## src/rtl/uart_cmd_pkg.sv

```systemverilog
// uart_cmd_pkg: command codes, status codes and FSM encoding shared by the command sequencer
package uart_cmd_pkg;

   localparam logic [7:0] CMD_WRITE = 8'h01;
   localparam logic [7:0] CMD_READ  = 8'h02;

   localparam logic [7:0] ST_OK   = 8'h00;
   localparam logic [7:0] ST_NACK = 8'h01;
   localparam logic [7:0] ST_CHK  = 8'h02;
   localparam logic [7:0] ST_CMD  = 8'h03;
   localparam logic [7:0] ST_TMO  = 8'h04;

   typedef enum logic [2:0] {
      S_SYNC,
      S_CMD,
      S_ADDR,
      S_DATA,
      S_CHK,
      S_EXEC,
      S_RESP0,
      S_RESP1
   } state_t;

   function automatic logic [7:0] sat_inc(input logic [7:0] v);
      return (v == 8'hFF) ? v : v + 8'd1;
   endfunction

endpackage

```

## src/rtl/cmd_timeout_cnt.sv

```systemverilog
// cmd_timeout_cnt: down-counter reloaded with INIT, decrementing while enabled, expire when it reaches zero
module cmd_timeout_cnt #(
   parameter int W    = 10,
   parameter int INIT = 639
) (
   input  logic clk_in,
   input  logic rst,
   input  logic load,
   input  logic en,
   output logic expire
);

   logic [W-1:0] cnt;

   assign expire = (cnt == '0);

   // reload has priority; the count parks at zero until reloaded
   always_ff @(posedge clk_in or posedge rst)
      if (rst) cnt <= '0;
      else if (load) cnt <= W'(INIT);
      else if (en && !expire) cnt <= cnt - W'(1);

endmodule

```

## src/rtl/uart_cmd_ctrl.sv

```systemverilog
// uart_cmd_ctrl: assembles 5-byte host frames, runs one I2C register access, returns status/data bytes
module uart_cmd_ctrl
   import uart_cmd_pkg::*;
#(
   parameter logic [7:0] SYNC_BYTE    = 8'hA5,
   parameter int         BYTE_TIMEOUT = 640,
   parameter int         I2C_TIMEOUT  = 4096
) (
   input  logic       clk_in,
   input  logic       rst,
   input  logic       rx_valid,
   input  logic [7:0] rx_data,
   output logic       i2c_req,
   output logic       i2c_rw,
   output logic [7:0] i2c_addr,
   output logic [7:0] i2c_wdata,
   input  logic       i2c_done,
   input  logic       i2c_nack,
   input  logic [7:0] i2c_rdata,
   output logic       tx_valid,
   output logic [7:0] tx_data,
   input  logic       tx_ready,
   output logic       busy,
   output logic [7:0] err_cnt
);

   localparam int GW = $clog2(BYTE_TIMEOUT);
   localparam int IW = $clog2(I2C_TIMEOUT);

   state_t     state;
   logic [7:0] cmd_r;
   logic [7:0] rdata_r;
   logic       gap_act, gap_exp, gap_to;
   logic       exec, i2c_exp;

   assign busy    = (state != S_SYNC);
   assign gap_act = state inside {S_CMD, S_ADDR, S_DATA, S_CHK};
   assign gap_to  = gap_act && gap_exp && !rx_valid;
   assign exec    = (state == S_EXEC);

   cmd_timeout_cnt #(.W(GW), .INIT(BYTE_TIMEOUT - 1)) u_gap (
      .clk_in (clk_in),
      .rst    (rst),
      .load   (rx_valid || !gap_act),
      .en     (gap_act),
      .expire (gap_exp)
   );

   cmd_timeout_cnt #(.W(IW), .INIT(I2C_TIMEOUT - 1)) u_i2c (
      .clk_in (clk_in),
      .rst    (rst),
      .load   (!exec),
      .en     (exec),
      .expire (i2c_exp)
   );

   // frame sequencer: byte collection, I2C execution and response hand-off with registered outputs
   always_ff @(posedge clk_in or posedge rst)
      if (rst) begin
         state     <= S_SYNC;
         cmd_r     <= '0;
         rdata_r   <= '0;
         i2c_req   <= 1'b0;
         i2c_rw    <= 1'b0;
         i2c_addr  <= '0;
         i2c_wdata <= '0;
         tx_valid  <= 1'b0;
         tx_data   <= '0;
         err_cnt   <= '0;
      end else if (gap_to) begin
         state   <= S_SYNC;
         err_cnt <= sat_inc(err_cnt);
      end else begin
         case (state)
            S_SYNC:
               if (rx_valid && rx_data == SYNC_BYTE) state <= S_CMD;
            S_CMD:
               if (rx_valid) begin
                  cmd_r <= rx_data;
                  state <= S_ADDR;
               end
            S_ADDR:
               if (rx_valid) begin
                  i2c_addr <= rx_data;
                  state    <= S_DATA;
               end
            S_DATA:
               if (rx_valid) begin
                  i2c_wdata <= rx_data;
                  state     <= S_CHK;
               end
            S_CHK:
               if (rx_valid) begin
                  if (rx_data != (cmd_r ^ i2c_addr ^ i2c_wdata)) begin
                     tx_valid <= 1'b1;
                     tx_data  <= ST_CHK;
                     err_cnt  <= sat_inc(err_cnt);
                     state    <= S_RESP0;
                  end else if (cmd_r != CMD_WRITE && cmd_r != CMD_READ) begin
                     tx_valid <= 1'b1;
                     tx_data  <= ST_CMD;
                     err_cnt  <= sat_inc(err_cnt);
                     state    <= S_RESP0;
                  end else begin
                     i2c_req <= 1'b1;
                     i2c_rw  <= (cmd_r == CMD_READ);
                     state   <= S_EXEC;
                  end
               end
            S_EXEC:
               if (i2c_done) begin
                  i2c_req  <= 1'b0;
                  rdata_r  <= i2c_rdata;
                  tx_valid <= 1'b1;
                  tx_data  <= i2c_nack ? ST_NACK : ST_OK;
                  state    <= S_RESP0;
               end else if (i2c_exp) begin
                  i2c_req  <= 1'b0;
                  tx_valid <= 1'b1;
                  tx_data  <= ST_TMO;
                  state    <= S_RESP0;
               end
            S_RESP0:
               if (tx_ready) begin
                  if (i2c_rw && tx_data == ST_OK) begin
                     tx_data <= rdata_r;
                     state   <= S_RESP1;
                  end else begin
                     tx_valid <= 1'b0;
                     state    <= S_SYNC;
                  end
               end
            S_RESP1:
               if (tx_ready) begin
                  tx_valid <= 1'b0;
                  state    <= S_SYNC;
               end
            default:
               state <= S_SYNC;
         endcase
      end

endmodule

```

## config.mk

```make
export PLATFORM = sky130hd
export DESIGN_NAME = uart_cmd_ctrl
export DESIGN_NICKNAME = d
export VERILOG_FILES = /design/src/rtl/uart_cmd_pkg.sv /design/src/rtl/cmd_timeout_cnt.sv /design/src/rtl/uart_cmd_ctrl.sv
export SDC_FILE = /design/constraint.sdc
export NUM_CORES = 1
export LEC_CHECK = 0
export ABC_CLOCK_PERIOD_IN_PS = 5500
export BUFFER_PORTS_ARGS = -buffer_cell sky130_fd_sc_hd__buf_2
export CORE_AREA = 2 2 109 111
export DETAILED_ROUTE_END_ITERATION = 12
export DIE_AREA = 0 0 111 113
export PLACE_DENSITY = 0.64
export SYNTH_ARGS = -nofsm -noshare
export SYNTH_HDL_FRONTEND = slang
export SYNTH_SLANG_ARGS = --single-unit
```

## constraint.sdc

```tcl
create_clock -name clk_in -period 5.5 [get_ports clk_in]
set_input_delay 1.375 -clock clk_in [delete_from_list [all_inputs] [get_ports clk_in]]
set_output_delay 1.375 -clock clk_in [all_outputs]
set_load 0.1 [all_outputs]
```

==> flow_summary.yaml <==
run_status:
  run_status: "finished, final reports clean"
route:
  met3_length_microns: 261
  post_drt_wl_per_cell_microns: 14.3
  top_layer: "met4"
  drt_iter0_drc: 124
  dr.pass1.iters: 4
  drc: 0
  wl_met2_microns: 3910
  vias: 2733
  wl_met1_microns: 3600
  viasPerCell: 4.92
  wirelength_microns: 7950
  ant_nets: 0
sta:
  slew_headroom: 0.401
  layout_min_cycle_time_ns: 3.10
  tightest_slew_ns: 0.898
  rsz0062_at_grt: "false"
  skew_ns: 0.00434
  fin_crit_sh: 0.563
  tns_ns: 0
  maxClockFrequency_mhz: 323
  slew_viol_final: 0
  hold_viol_final: 0
  setup_viol: 0
synth:
  synth_area_leader_cell: "dfrtp_1"
  ys_types: 57
  synth.most_common_cell: "dfrtp_1"
  synth_common_cells: "dfrtp_1 (76), mux2_2 (34), nand2_1 (34)"
  synth_area_leaders: "dfrtp_1 (49%), mux2_2 (9.8%), xnor2_1 (6.7%), nand2_1 (3.3%), xor2_1 (3.1%)"
  yosys_most_used_dff: "dfrtp_1"
  async_flop_share: 1.00
  synthesis.nets: 379
  avgSynthCellArea_sq_um: 11.1
  synth_seq_cells: 76
  yosys_warnings: 0
  synth_edf_count: 0
  syn_area_sq_mm: 0.00390
  syn_inst: 352
  ys_seq_area_frac: 0.487
  netlist.area_leader.share: 0.487
setup_path:
  crit_slowest_cell: "o311ai_2"
  cp_max_fo: 7
  max_stage_delay_ns: 0.69
  crit_chain: "buf_2 > xor2_1 > xnor2_1 > nand4_1 > o311ai_2 > a211oi_1 > mux2_1"
  cp-start-kind: "input pin"
  crit_required_ns: 5.71
  arrival_ns: 3.31
  path_class: "input pin to flip-flop"
  worst_setup_path_end_kind: "flip-flop"
  rrSetupSlack_ns: 3.10
power_and_ir_drop:
  powerDensity_mw_per_mm2: 642
  power.leakage_nw: 2.01
  peakVddDrop_v: 0.000482
  combPwrFrac: 0.480
  p_sw_w: 0.00141
  p_clk_frac: 0.218
  p_int_w: 0.00156
  power.total_w: 0.00297
  seq_power_share: 0.302
  switching_share: 0.474
floorplan:
  core_sq_mm: 0.0113
  start_util: 0.346
  io_pins: 58
  core.rowCount: 39
  die_y_microns: 113
  die_w_microns: 111
  die-area_sq_mm: 0.0125
clock_network:
  clockRootBuffer: "clkbuf_16"
  post_cts_resized: 0
  clockBufferDepth: 2
  ctsHtreeMaxLevel: 3
  clk_pin_slew_ns: 0.06
  cts_setup_buffers: 0
  numClockSinks: 76
  cts_buffers: 9
  clk_latency_ns: 0.33
  holdBufCountCts: 0
  cts_tree: "yes"
cells_and_area:
  area_growth_pct: 18.6
  diodes: 0
  nets: 436
  fin_area_sq_mm: 0.00463
  fin_cells: 555
  drive_gt1_frac: 0.294
global_route:
  grt_first_pass_wirelength_microns: 13800
  antenna_found_initial: 0
  grt_use_total: 0.136
  grt_max_degree: 44
  grt_pass1_vias: 2797
  grt_remaining_overflow: 0
placement:
  port_buffers: 57
  placedInstanceArea_sq_mm: 0.00430
  dp_hpwl_microns: 5840
  placed_cells: 541
  place_congestion: 0.781
worst_hold_path:
  hp-class: "flip-flop to flip-flop"
flow_run:
  cap_violations: 0
[stage by stage]
step	hold slack, ns	util	setup WS (ns)
CTS	0.510	0.411	2.42
finish	0.506	0.411	2.40
global placement	0.486	0.382	2.12
global route	0.525	0.411	2.24
floorplan	0.474	-	2.19
detailed placement	0.495	0.382	2.09
[state kept, by name (all words and copies together) (netlist names)]
signal / flops
tx_valid: 1
u_i2c.cnt: 12
cmd_r: 8
u_gap.cnt: 10
err_cnt: 8
i2c_addr: 8
i2c_rw: 1
i2c_req: 1
state: 3
i2c_wdata: 8
tx_data: 8
rdata_r: 8
[cell usage in the layout, fill, tap and decap left out, drive strengths merged, types with 6 or more instances in the layout]
cell type	synthesis	routed
dfrtp	76	76
buf	4	58
mux2	37	37
nand2	34	34
xnor2	30	30
inv	16	16
nor2	15	15
xor2	14	14
o21ai	12	12
nor3	12	12
a21oi	10	10
nand3	10	10
clkbuf	8	9
and3	6	6
mux2i	6	6
or3	6	6
nand4	6	6
[cell families (layout without fill, tap and decap cells)]
family          Yosys count  count (layout)  share of synthesized area
compound gates           45              45                     0.0811
xor+xnor                 44              44                     0.0987
fa+ha+maj                 5               5                     0.0160
buf+inv                  28              88                     0.0343
flops                    76              76                      0.487
mux                      43              43                      0.124
simple gates            111             111                      0.159
[layout make-up]
type	count	area (sq um)
clock inverter	5	103
clock buffer	9	225
multi-input combinational	248	1870
sequential	76	1900
inverter	16	60.1
fill	1060	6640
tap	143	179
timing repair buffer	58	293
[worst max-delay path: cells and delay by family]
kind | cells | cell delay (ns)
simple gates | 1 | 0.24
compound gates | 2 | 0.88
buf+inv | 1 | 0.13
mux | 1 | 0.34
xor+xnor | 2 | 0.33
[per-layer routing]
| metal | GRT usage | vias up |
|---|---|---|
| met1 | 0.172 | 1324 |
| met5 | 0 | - |
| met2 | 0.226 | 37 |
| met4 | 0.0625 | 0 |
| met3 | 0.0305 | 14 |
| li1 | - | 1358 |
[final timing paths]
check,to,cells past startpoint,start
max,err_cnt[6],7,rx_data[7]
min,rdata_r[6],1,rdata_r[6]
max reg2reg,state[2],6,u_i2c.cnt[4]
min reg2reg,rdata_r[6],1,rdata_r[6]
max in group asynchronous,rdata_r[0],3,rst
min in group asynchronous,u_gap.cnt[1],2,rst
[power by group through the flow]
stage / clock, W / combinational, W / sequential, W
4_1_cts: 0.000664 / 0.00144 / 0.000899
6_report: 0.000649 / 0.00142 / 0.000898
2_1_floorplan: 0 / 0.000615 / 0.00150
3_5_place_dp: 0 / 0.00144 / 0.000908
3_3_place_gp: 0 / 0.00143 / 0.000900
5_1_grt: 0.000690 / 0.00151 / 0.000925
Note: power is estimated with default switching activity, not from simulation.
